===== src/rtl/i2s_dac_tx.sv =====
`default_nettype none
// ============================================================================
// Module   : i2s_dac_tx
// Purpose  : I2S DAC transmitter. Generates BCLK/LRCK/SDATA from clk and sends
//            one held 24-bit mono sample MSB-first on both channels per frame.
// Revision : 1.0  initial release
// ============================================================================
module i2s_dac_tx #(
    parameter int BCLK_DIV = 4
) (
    input  logic        clk,
    input  logic        reset,
    input  logic [31:0] dac_data,
    input  logic        dac_valid,
    output logic        dac_ready,
    output logic        bclk,
    output logic        lrck,
    output logic        sdata,
    output logic        underrun
);

    localparam int               DIV_W    = (BCLK_DIV > 1) ? $clog2(BCLK_DIV) : 1;
    localparam logic [DIV_W-1:0] DIV_LAST = DIV_W'(BCLK_DIV - 1);

    logic [DIV_W-1:0] div_cnt;
    logic [5:0]       bit_cnt;
    logic [5:0]       bit_cnt_nxt;
    logic [4:0]       slot_pos;
    logic [4:0]       data_idx;
    logic [23:0]      hold;
    logic             hold_full;
    logic [23:0]      frame_reg;
    logic             div_wrap;
    logic             fall_tick;
    logic             frame_start;
    logic             accept;
    logic             sdata_nxt;
    logic             unused_upper;

    assign unused_upper = ^dac_data[31:24];

    assign dac_ready   = ~hold_full;
    assign accept      = dac_valid & ~hold_full;
    assign div_wrap    = (div_cnt == DIV_LAST);
    assign fall_tick   = div_wrap & bclk;
    assign frame_start = fall_tick & (bit_cnt == 6'd63);
    assign bit_cnt_nxt = bit_cnt + 6'd1;
    assign slot_pos    = bit_cnt_nxt[4:0];
    assign data_idx    = 5'd24 - slot_pos;

    // Data bit for the slot position that becomes current on this fall tick;
    // position 0 is the one-BCLK I2S delay, 25..31 are zero padding.
    always_comb begin
        sdata_nxt = 1'b0;
        if ((slot_pos >= 5'd1) && (slot_pos <= 5'd24)) begin
            sdata_nxt = frame_reg[data_idx];
        end
    end

    always_ff @(posedge clk or negedge reset) begin
        if (!reset) begin
            div_cnt <= '0;
            bclk    <= 1'b0;
        end else if (div_wrap) begin
            div_cnt <= '0;
            bclk    <= ~bclk;
        end else begin
            div_cnt <= div_cnt + DIV_W'(1);
        end
    end

    always_ff @(posedge clk or negedge reset) begin
        if (!reset) begin
            bit_cnt <= 6'd0;
            lrck    <= 1'b0;
            sdata   <= 1'b0;
        end else if (fall_tick) begin
            bit_cnt <= bit_cnt_nxt;
            lrck    <= bit_cnt_nxt[5];
            sdata   <= sdata_nxt;
        end
    end

    // A word accepted on the frame-start cycle always lands in hold, so an
    // empty hold at frame start still repeats the previous frame.
    always_ff @(posedge clk or negedge reset) begin
        if (!reset) begin
            hold      <= 24'd0;
            hold_full <= 1'b0;
            frame_reg <= 24'd0;
            underrun  <= 1'b0;
        end else begin
            underrun <= 1'b0;
            if (frame_start) begin
                if (hold_full) begin
                    frame_reg <= hold;
                end else begin
                    underrun <= 1'b1;
                end
            end
            if (accept) begin
                hold      <= dac_data[23:0];
                hold_full <= 1'b1;
            end else if (frame_start) begin
                hold_full <= 1'b0;
            end
        end
    end

endmodule
`default_nettype wire

===== config.mk =====
export PLATFORM = sky130hd
export DESIGN_NAME = i2s_dac_tx
export DESIGN_NICKNAME = d
export VERILOG_FILES = /design/src/rtl/i2s_dac_tx.sv
export SDC_FILE = /design/constraint.sdc
export NUM_CORES = 1
export LEC_CHECK = 0
export BUFFER_PORTS_ARGS = -buffer_cell sky130_fd_sc_hd__buf_2
export CAP_MARGIN = 20
export CORE_ASPECT_RATIO = 0.9
export CORE_MARGIN = 5
export CORE_UTILIZATION = 41
export DETAILED_ROUTE_END_ITERATION = 16
export SYNTH_ARGS = -nofsm -noshare
export SYNTH_HDL_FRONTEND = slang
export SYNTH_SLANG_ARGS = --single-unit

===== constraint.sdc =====
create_clock -name clk -period 2.4 [get_ports clk]
set_clock_uncertainty 0.05 [all_clocks]
set_input_delay 0.72 -clock clk [delete_from_list [all_inputs] [get_ports clk]]
set_output_delay 0.72 -clock clk [all_outputs]
set_load 0.005 [all_outputs]

==> impl_metrics.py <==
metrics = {
    "outcome": {
        "status": "completed",
    },
    "drt": {
        "highest_layer": "met4",
        "drc": 0,
        "wire_per_inst_um": 14.8,
        "via_count": 1469,
        "wl_um": 4470,
        "drt_iter0_drc": 56,
        "met1_length_um": 2090,
        "dr_wl_met3_um": 161,
        "vias_per_cell": 4.85,
        "route.met2.wl_um": 2170,
        "ant_nets": 0,
        "first_pass_iters": 4,
    },
    "floorplanning": {
        "die_w_um": 94.3,
        "num_io_pins": 40,
        "die_area_um2": 8100,
        "die_y_um": 85.9,
        "start_util_pct": 42.4,
        "rows": 27,
        "coreArea_um2": 6180,
    },
    "worst_setup_path": {
        "critPathArrivalTime_ns": 2.30,
        "critPathLaunchType": "register",
        "rr_worst_depth": 7,
        "ff2ff_setup_slack_ns": 0.26,
        "crit_slowest_cell": "dfrtp_1",
        "cp_data_required_time_ns": 2.56,
        "worst-path-max-fanout": 6,
        "cp-end-kind": "register",
        "worstSetupPathType": "reg -> reg",
        "r2r-start": "bit_cnt[1]",
        "path_cells": "ha_1 > or3_4 > o21a_1 > o311a_4 > and3b_1 > o31ai_1 > nand2_1",
        "r2r_end": "sdata",
        "max_stage_delay_ns": 0.44,
    },
    "logic_synthesis": {
        "syn-cell-area_um2": 2620,
        "synthCells": 170,
        "ys_ff_latch": 60,
        "synth_top_area_share_pct": 57.2,
        "syn-num-nets": 209,
        "seq_area_frac_synth_pct": 57.2,
        "synth.distinct_cells": 28,
        "avgSynthCellArea_um2": 15.4,
        "ys_warn_count": 0,
        "yosysTopAreaCell": "dfrtp_1",
        "netlist_top_cells_area": "dfrtp_1 57%, mux2_2 21%, mux4_1 6.0%, ha_1 1.9%, xnor2_1 1.3%",
    },
    "final_layout": {
        "diodes": 0,
        "finalNetCount": 250,
        "n_fill_cell": 534,
        "final_cell_mix": "60 x dfrtp_1, 49 x mux2_2, 31 x buf_2",
        "drive_above_1_share_pct": 48.6,
        "mostFrequentLayoutCell": "dfrtp_1",
        "areaGrowthSynthToFinish_pct": 19.2,
    },
    "place": {
        "place.gp.congestion": 0.664,
        "dp_hpwl_um": 3130,
        "io_buffers": 31,
    },
    "global_route": {
        "grt_max_degree": 45,
        "globalRouteOverflowTotal": 0,
        "antenna_found_initial": 0,
        "grt_pass1_vias": 1550,
        "gr-usage-all-layers_pct": 12.3,
        "grt_pass1_wl_um": 7540,
    },
    "timing": {
        "slew_headroom_pct": 67.0,
        "setup_viol": 0,
        "hold_ws_ns": 0.262,
        "slew_violations": 0,
        "fin_crit_ns": 2.14,
        "period_share_pct": 89.2,
        "grt_setup_unrepaired": "false",
        "timing.setup.tns_ns": 0,
        "fmax_mhz": 467,
        "hold_violations": 0,
        "tightest_slew_ns": 0.492,
    },
    "clock_network": {
        "ctsHoldBuffers": 0,
        "clkTransAtPathRegs_ns": 0.06,
        "cts.sinks": 60,
        "htree_levels": 3,
        "clk_latency_ns": 0.33,
        "cts_buffer_depth": 2,
        "cts_setup_buffers": 0,
        "cts_resized": 0,
        "cts_tree": "yes",
        "cts_root_buffer": "clkbuf_8",
        "cts_buffers": 9,
    },
    "worst_hold_path": {
        "hp-class": "in -> async",
    },
    "run": {
        "drv_cap": 0,
    },
    "power": {
        "ir_drop_uv": 394,
        "powerDensity_nw_per_um2": 686,
        "total_leakage_power_uw": 0.00155,
    },
}
## cell families (layout without fill, tap and decap cells)
| family | count (synthesis) | in the layout | share of synthesized area [%] |
|---|---|---|---|
| AO/OA/AOI/OAI | 6 | 6 | 2.29 |
| XOR/XNOR | 8 | 8 | 2.67 |
| adder cells (fa/ha/maj) | 4 | 4 | 1.91 |
| buffers and inverters | 9 | 55 | 2.19 |
| flip-flops | 60 | 60 | 57.2 |
| multiplexers | 57 | 57 | 27.8 |
| AND/OR/NAND/NOR | 26 | 26 | 5.91 |
## cell type report
type,instances,area (um^2),area share (%)
clock inverter,5,75.1,2.40
timing repair buffer,37,225,7.20
inverter,2,7.51,0.240
tap,87,109,3.48
multi-input combinational,101,1070,34.1
clock buffer,11,141,4.52
sequential,60,1500,48.0
## where the power goes
group	internal [uW]	switching, uW	total [uW]
clock network	608	367	975
registers	1060	23.5	1080
logic	52.0	35.8	87.7
## how the worst max path moves through the flow
stage / startpoint / endpoint / slack [ns] / cells past startpoint
2_1_floorplan: bit_cnt[0] / sdata / 0.28 / 8
3_3_place_gp: bit_cnt[1] / sdata / 0.30 / 7
3_5_place_dp: bit_cnt[1] / sdata / 0.27 / 7
4_1_cts: bit_cnt[1] / sdata / 0.26 / 7
5_1_grt: bit_cnt[1] / sdata / 0.13 / 7
6_report: bit_cnt[1] / sdata / 0.26 / 7
## cells in the mapped netlist
cell type,instances
nor2b_1,2
nor4_1,1
nor3b_1,2
nand3_1,2
inv_1,2
clkbuf_1,3
o311a_4,1
mux2_2,49
nand2b_1,2
xor2_1,4
a22oi_1,1
nor2_1,4
o31ai_1,1
and3_1,3
and3b_1,1
o21a_1,2
xnor2_1,4
mux2i_1,2
or3_4,1
nand4bb_1,1
dfrtp_1,60
buf_2,1
ha_1,4
mux4_1,6
nand2_1,6
o2111ai_1,1
nor2_4,1
buf_6,3
## metal layers
layer	vias up	track usage (%)
met1	745	15.4
met4	0	3.15
met2	21	19.6
met5	-	0
li1	698	-
met3	5	5.44
## through the flow
step	cells	total power [uW]	worst slack [ns]	area [um^2]	utilization [%]
6_report	303	2140	0.258	3130	50.6
5_1_grt	303	2240	0.132	3130	50.6
4_1_cts	303	2180	0.259	3130	50.6
3_5_place_dp	287	1190	0.272	2910	47.1
3_3_place_gp	287	1180	0.299	2910	47.1
2_1_floorplan	170	1130	0.279	2620	-
## worst max-delay path, delay by kind of cell, from the launching register on
family / cells / cell delay, ns
DFF: 1 / 0.44
AOI/OAI and AO/OA: 3 / 0.56
and+or+nand+nor: 3 / 0.63
adders and majority gates: 1 / 0.35
(Power assumes the default switching activity.)
